### config.mk
export PLATFORM = sky130hd
export DESIGN_NAME = avr_dmem_arbiter
export DESIGN_NICKNAME = d
export VERILOG_FILES = /design/src/rtl/avr_dmem_arbiter.sv
export SDC_FILE = /design/constraint.sdc
export NUM_CORES = 1
export LEC_CHECK = 0
export ABC_CLOCK_PERIOD_IN_PS = 1600
export BUFFER_PORTS_ARGS = -buffer_cell sky130_fd_sc_hd__buf_2
export CAP_MARGIN = 20
export CORE_AREA = 2 2 61 63
export CTS_CLUSTER_DIAMETER = 150
export DETAILED_ROUTE_END_ITERATION = 8
export DIE_AREA = 0 0 63 65
export PLACE_DENSITY = 0.77
export SLEW_MARGIN = 20
export SYNTH_ARGS = -nofsm -noshare
export SYNTH_HDL_FRONTEND = slang
export SYNTH_SLANG_ARGS = --single-unit
### constraint.sdc
create_clock -name CLK -period 1.6 [get_ports CLK]
set_input_delay 0.08 -clock CLK [delete_from_list [all_inputs] [get_ports CLK]]
set_output_delay 0.08 -clock CLK [all_outputs]
set_load 0.01 [all_outputs]
### src/rtl/avr_dmem_arbiter.sv
// Data-memory arbiter between CPU and aux port; DMEM_ARB_RR_EN selects round-robin over CPU priority.
// Grant/mem_* are combinational, read data returns the cycle after the grant; refused requesters hold.
`timescale 1ns/1ps

module avr_dmem_arbiter #(
  parameter int ADDR_W       = 11,
  parameter int DATA_W       = 8,
  parameter int STARVE_LIMIT = 3
) (
  input  logic              CLK,
  input  logic              RST,
  input  logic              cpu_req,
  input  logic              cpu_we,
  input  logic [ADDR_W-1:0] cpu_addr,
  input  logic [DATA_W-1:0] cpu_wdata,
  output logic              cpu_stall,
  output logic              cpu_rvalid,
  output logic [DATA_W-1:0] cpu_rdata,
  input  logic              aux_req,
  input  logic              aux_we,
  input  logic              aux_lock,
  input  logic [ADDR_W-1:0] aux_addr,
  input  logic [DATA_W-1:0] aux_wdata,
  output logic              aux_gnt,
  output logic              aux_rvalid,
  output logic [DATA_W-1:0] aux_rdata,
  output logic [ADDR_W-1:0] mem_addr,
  output logic              mem_we,
  output logic [DATA_W-1:0] mem_wdata,
  input  logic [DATA_W-1:0] mem_rdata
);

  typedef enum logic [1:0] {
    IDLE     = 2'd0,
    CPU_OWN  = 2'd1,
    AUX_OWN  = 2'd2,
    AUX_LOCK = 2'd3
  } state_t;

  state_t            state_q, state_d;
  logic              cpu_win, aux_win;
  logic              cpu_rd_q, cpu_rd_d;
  logic              aux_rd_q, aux_rd_d;
  logic [DATA_W-1:0] cpu_rdata_q, cpu_rdata_d;
  logic [DATA_W-1:0] aux_rdata_q, aux_rdata_d;

`ifndef DMEM_ARB_RR_EN
  localparam logic [3:0] LIMIT = 4'(STARVE_LIMIT);
  logic [3:0] starve_cnt_q, starve_cnt_d;
`endif

  always_comb begin
    cpu_win = 1'b0;
    aux_win = 1'b0;
    if (state_q == AUX_LOCK && aux_req) begin
      aux_win = 1'b1;
    end else begin
`ifdef DMEM_ARB_RR_EN
      if (cpu_req && aux_req) begin
        aux_win = (state_q == CPU_OWN);
        cpu_win = (state_q != CPU_OWN);
      end else begin
        cpu_win = cpu_req;
        aux_win = aux_req;
      end
`else
      // A CPU held off by the starvation limit still wins if aux has gone away.
      cpu_win = cpu_req && ((starve_cnt_q < LIMIT) || !aux_req);
      aux_win = aux_req && !cpu_win;
`endif
    end
  end

  always_comb begin
    state_d = IDLE;
    if (cpu_win)      state_d = CPU_OWN;
    else if (aux_win) state_d = aux_lock ? AUX_LOCK : AUX_OWN;
`ifndef DMEM_ARB_RR_EN
    starve_cnt_d = starve_cnt_q;
    if (!aux_req || aux_win)   starve_cnt_d = 4'd0;
    else if (starve_cnt_q < LIMIT) starve_cnt_d = starve_cnt_q + 4'd1;
`endif
  end

  always_comb begin
    mem_addr  = '0;
    mem_wdata = '0;
    mem_we    = 1'b0;
    if (aux_win) begin
      mem_addr  = aux_addr;
      mem_wdata = aux_wdata;
      mem_we    = aux_we;
    end else if (cpu_win) begin
      mem_addr  = cpu_addr;
      mem_wdata = cpu_wdata;
      mem_we    = cpu_we;
    end
  end

  assign cpu_stall = cpu_req & ~cpu_win;
  assign aux_gnt   = aux_win;

  // The owner tag doubles as rvalid; rdata follows memory while valid and holds otherwise.
  assign cpu_rd_d    = cpu_win & ~cpu_we;
  assign aux_rd_d    = aux_win & ~aux_we;
  assign cpu_rvalid  = cpu_rd_q;
  assign aux_rvalid  = aux_rd_q;
  assign cpu_rdata   = cpu_rd_q ? mem_rdata : cpu_rdata_q;
  assign aux_rdata   = aux_rd_q ? mem_rdata : aux_rdata_q;
  assign cpu_rdata_d = cpu_rdata;
  assign aux_rdata_d = aux_rdata;

  always_ff @(posedge CLK or negedge RST) begin
    if (!RST) begin
      state_q     <= IDLE;
      cpu_rd_q    <= 1'b0;
      aux_rd_q    <= 1'b0;
      cpu_rdata_q <= '0;
      aux_rdata_q <= '0;
`ifndef DMEM_ARB_RR_EN
      starve_cnt_q <= 4'd0;
`endif
    end else begin
      state_q     <= state_d;
      cpu_rd_q    <= cpu_rd_d;
      aux_rd_q    <= aux_rd_d;
      cpu_rdata_q <= cpu_rdata_d;
      aux_rdata_q <= aux_rdata_d;
`ifndef DMEM_ARB_RR_EN
      starve_cnt_q <= starve_cnt_d;
`endif
    end
  end

endmodule

Word level (Yosys, flattened, before mapping)
Cells that the tools add are included.
{"block": "word_totals", "reg_bits": 24, "wordCells": 38, "output_inout_bits": 40}
{"block": "op_classes", "bitwise_logic": 6, "reduce_logical": 8, "n_eq_ne": 1, "n_mux": 15, "n_addsub": 1, "n_lt_le_gt_ge": 1}
{"operator": "$mux 8", "n": 4}
{"operator": "$mux 11", "n": 2}
{"operator": "$mux 4", "n": 2}
{"operator": "$mux 1", "n": 5}
{"operator": "$add 4x1->4 const B", "n": 1}
{"operator": "$lt 4x2->1 const B", "n": 1}
{"operator": "$mux 2", "n": 2}
{"operator": "$and 1x1->1", "n": 3}
{"operator": "$logic_and 1x1->1", "n": 3}
{"operator": "$not 1->1", "n": 3}
{"operator": "$eq 2x2->1 const B", "n": 1}
{"operator": "$logic_not 1->1", "n": 2}
{"operator": "$logic_or 1x1->1", "n": 2}
{"operator": "$reduce_bool 2->1", "n": 1}

Logic depth before layout (Yosys ltp)
{"block": "depth", "word_depth": 8, "depth_mapped": 5, "ltp_nobuf": 4}

Worst setup path after synthesis
Ideal clock, no wire load.
{"block": "synth_path", "path_kind": "reg2out", "startpoint": "reg starve_cnt_q[0]", "endpoint": "out mem_addr[0]", "path_buffers": 1, "path_slack_ns": -0.026, "arrival_time_ns": 1.546, "path_stages_with_launch": 6, "path_cell_list": "dfrtp_1 ha_1 a2111o_1 a21boi_4 buf_6 a22o_2"}
{"block": "synth_via", "elab_chain_len": 7, "word_cells_on_any_way": 9, "classes_between": "order compare: 1; mux: 4; reduce/logical: 4"}
{"item": "start: declaration", "line": "49", "rtl": "logic [3:0] starve_cnt_q, starve_cnt_d;"}
{"item": "start signal: assignment", "line": "130", "rtl": "starve_cnt_q <= starve_cnt_d;"}
{"item": "$lt 4x2->1 (*)", "line": "68", "rtl": "cpu_win = cpu_req && ((starve_cnt_q < LIMIT) || !aux_req);"}
{"item": "$logic_or 1x1->1 (*)", "line": "68"}
{"item": "$logic_and 1x1->1 (*)", "line": "68"}
{"item": "$logic_not 1->1", "line": "69", "rtl": "aux_win = aux_req && !cpu_win;"}
{"item": "$logic_and 1x1->1", "line": "69"}
{"item": "$mux 1", "line": "55", "rtl": "if (state_q == AUX_LOCK && aux_req) begin"}
{"item": "$mux 11 (*)", "line": "89", "rtl": "if (aux_win) begin"}
{"item": "end: declaration", "line": "27", "rtl": "output logic [ADDR_W-1:0] mem_addr,"}
Mark *: on every way between the ends. The rest lies on a longest branch, timed or not.

Worst setup path in the final report
{"block": "layout_path", "startpoint": "reg starve_cnt_q[0]", "endpoint": "out mem_addr[10]"}
Same word-level chain as after synthesis.

==> reports/results.tsv <==
stage	metric	value	unit
synth	Yosys Warn Count	0	
critical_path	reg2reg end	cpu_rvalid	
sta	worst slew pin tran	507	ps
status	outcome	finished with violations	
sta	skew final	4.22	ps
critical_path	max incr delay on CP	430	ps
final_layout	nets	237	
power_and_ir_drop	switching part of the total	28.3	%
power_and_ir_drop	Max VDD drop	296	µV
sta	WHS	23.1	ps
status	failing checks	setup timing	
sta	Max Slew Vio Count	0	
min_path	WHS Path Cells	2	
critical_path	data arrival time of the worst path	1900	ps
synth	Avg Inst Size Synth	14.4	µm²
floorplanning	Ports	93	
critical_path	Worst path depth	6	
cts	Worst-path clk slew	110	ps
placed_design	Post-DP Area	1690	µm²
cts	htree depth	1	
critical_path	crit path kind	reg2out	
critical_path	CP cell instances	ha_4, a2111o_1, a21boi_4, buf_8, a22o_1, buf_2	
sta	crit share post-route	124	%
critical_path	R2R depth	5	
power_and_ir_drop	Leakage Power	0.992	nW
power_and_ir_drop	NetSw	0.435	mW
critical_path	CP Launch Point	starve_cnt_q[0]	
final_layout	ant diodes	0	
synth	Mapped Area	1170	µm²
floorplanning	core area	3500	µm²
synth	synth unique cells	20	
flow_run	MaxCap Viol Count	0	
floorplanning	full die area	4100	µm²
sta	Final Hold Vio Count	0	
floorplanning	die height	65	µm
detailed_routing	drt drc	0	
sta	Worst slew margin	66.2	%
power_and_ir_drop	Flop pwr share	46.8	%
power_and_ir_drop	power density cells	781	nW/µm²
critical_path	Slowest-stage cell, CP	dfrtp_1	
placed_design	Port Buffers	92	
global_route	largest net degree at the start of global routing	25	
sta	fin worst setup slack	-378	ps
synth	register area share after synthesis	51.5	%
critical_path	CP max FO	11	
global_route	vias in the first global route	1134	
cts	Clock Sinks	24	
critical_path	reg2reg start	starve_cnt_q[0]	
synth	Synth Register Bits	24	
global_route	first-pass GRT wire length	5050	µm
power_and_ir_drop	clock power share	15.7	%
sta	# setup viols final	21	
placed_design	HPWL after detailed placement	2480	µm
synth	Syn Inst Count	81	
placed_design	gpl congestion	0.790	
critical_path	Crit path buffers/inverters	2	
final_layout	fin util	56.2	%
cts	CTS tree	yes	
power_and_ir_drop	internal power	1.10	mW
final_layout	fillcell total	293	
detailed_routing	final wirelength	3330	µm
global_route	global-route usage over all layers	15.8	%
final_layout	most frequent cells in the layout	72 x buf_2, 24 x dfrtp_1, 21 x buf_6, 16 x mux2_2, 11 x a22o_2	
power_and_ir_drop	combinational share of power	37.5	%
global_route	total grt overflow	0	
detailed_routing	post-route ant nets	0	
cts	clk_lat worst skew	290	ps
sta	FMAX	0.505	GHz
floorplanning	die span in x	63	µm
critical_path	delay-heaviest family, CP	compound AO/OA/AOI/OAI gates	
critical_path	Req. time, crit path	1520	ps
detailed_routing	vias per cell	4.72	
cts	CTS max path bufs	2	
cts	Clock Root Buffer	clkbuf_4	
detailed_routing	drt first pass iters	3	
final_layout	Layout area overhead	68.5	%
detailed_routing	drt initial violations	23	
detailed_routing	drt wl/cell	14.5	µm
final_layout	share of cells above drive strength 1	77.9	%
cts	Num CTS Buffers	3	
sta	RSZ-0062 raised after global routing	true	
critical_path	Crit. End Element	output pin	
global_route	number of antenna violations at the first check in global routing	0	
critical_path	crit path capture	mem_addr[10]	
power_and_ir_drop	Design Power	1.54	mW
min_path	min-delay worst type	in2reg	
final_layout	Finished Cell Area	1960	µm²
critical_path	Setup crit start kind	flop	
floorplanning	row count	22	
final_layout	commonest non-fill, non-tap cell in the layout	buf_2	
floorplanning	Initial Util	33.4	%
critical_path	FF-to-FF setup slack	90	ps
detailed_routing	vias	1080	
sta	post-layout min period	1980	ps
## repair_timing
action                                  CTS  global route
endpoints found under the setup margin   22            23
cloned                                    1             0
buffers inserted                          4             0
pin swaps                                 4             5
resized for setup                        14            21
hold buffers                              3             0
hold endpoints to repair                 26             0
## power groups by stage
| stage | Sequential (mW) | Combinational [mW] | Clock, mW |
|---|---|---|---|
| 2_1_floorplan | 0.720 | 0.265 | 0 |
| 3_3_place_gp | 0.729 | 0.477 | 0 |
| 3_5_place_dp | 0.734 | 0.483 | 0 |
| 4_1_cts | 0.721 | 0.542 | 0.260 |
| 5_1_grt | 0.731 | 0.616 | 0.283 |
| 6_report | 0.719 | 0.576 | 0.240 |
## synth_stat cells
cell type,n,area (µm²)
a21boi_2,1,11.3
nor2_1,1,3.75
a22o_2,18,180
ha_1,1,12.5
inv_1,1,3.75
a22o_1,2,17.5
a21boi_4,1,18.8
and2b_1,1,7.51
nor2b_1,1,6.26
conb_1,1,3.75
mux2_2,16,180
nor3_1,2,10.0
buf_6,4,45.0
a21boi_0,1,7.51
dfrtp_1,24,601
a2111oi_4,1,27.5
a21o_1,1,7.51
nand2_1,1,3.75
a2111o_1,1,11.3
clkbuf_1,2,7.51
## how the worst min path moves through the flow
stage	startpoint	to	slack (ps)
global placement	RST	aux_rdata_q[1]	80
floorplan	RST	aux_rdata_q[0]	-220
finish	cpu_req	state_q[1]	20
detailed placement	RST	cpu_rdata_q[1]	80
global route	cpu_req	state_q[1]	10
CTS	cpu_req	state_q[1]	2
## worst reg2reg max path, delay by kind of cell (launching register included)
kind                       cells  cell delay [ps]
AOI/OAI and AO/OA              2              550
buffers and inverters          1              170
and+or+nand+nor                1              130
DFF                            1              430
adders and majority gates      1              180
## cell families (layout without fill, tap and decap cells)
| group | after synthesis | count (layout) | synth area share [%] |
|---|---|---|---|
| adder cells (fa/ha/maj) | 1 | 1 | 1.07 |
| AO/OA/AOI/OAI | 26 | 26 | 24.1 |
| AND/OR/NAND/NOR | 6 | 6 | 2.68 |
| other | 1 | 2 | 0.322 |
| multiplexers | 16 | 16 | 15.5 |
| buffers and inverters | 7 | 106 | 4.83 |
| flip-flops | 24 | 24 | 51.5 |
## metrics by stage
step,setup WS [ps],TNS [ps],cells
after floorplan,5.91,0,82
after global placement,-122,-1950,220
after detailed placement,-159,-2700,220
after CTS,-444,-8660,231
after global routing,-450,-8540,229
final,-378,-6900,229
## per-layer routing
metal / GRT usage (%) / routed length, µm / vias up
met5: 0 / 0 / -
met4: 4.72 / 21 / 0
met3: 2.95 / 307 / 4
met2: 29.9 / 1770 / 65
met1: 17.8 / 1230 / 504
li1: - / - / 507
## layout make-up
type / instances / area [µm²] / share of cell area (%)
repair buffers: 102 / 692 / 35.2
inverters: 1 / 3.75 / 0.191
multi-input cells: 51 / 586 / 29.8
well taps: 48 / 60.1 / 3.06
clock buffers: 3 / 22.5 / 1.15
flip-flops and latches: 24 / 601 / 30.6
## registers in the layout, indices dropped and copies added (netlist names)
signal / cells
aux_rdata_q: 8
aux_rvalid: 1
cpu_rdata_q: 8
cpu_rvalid: 1
starve_cnt_q: 4
state_q: 2
Power figures use the tool's default switching activity.
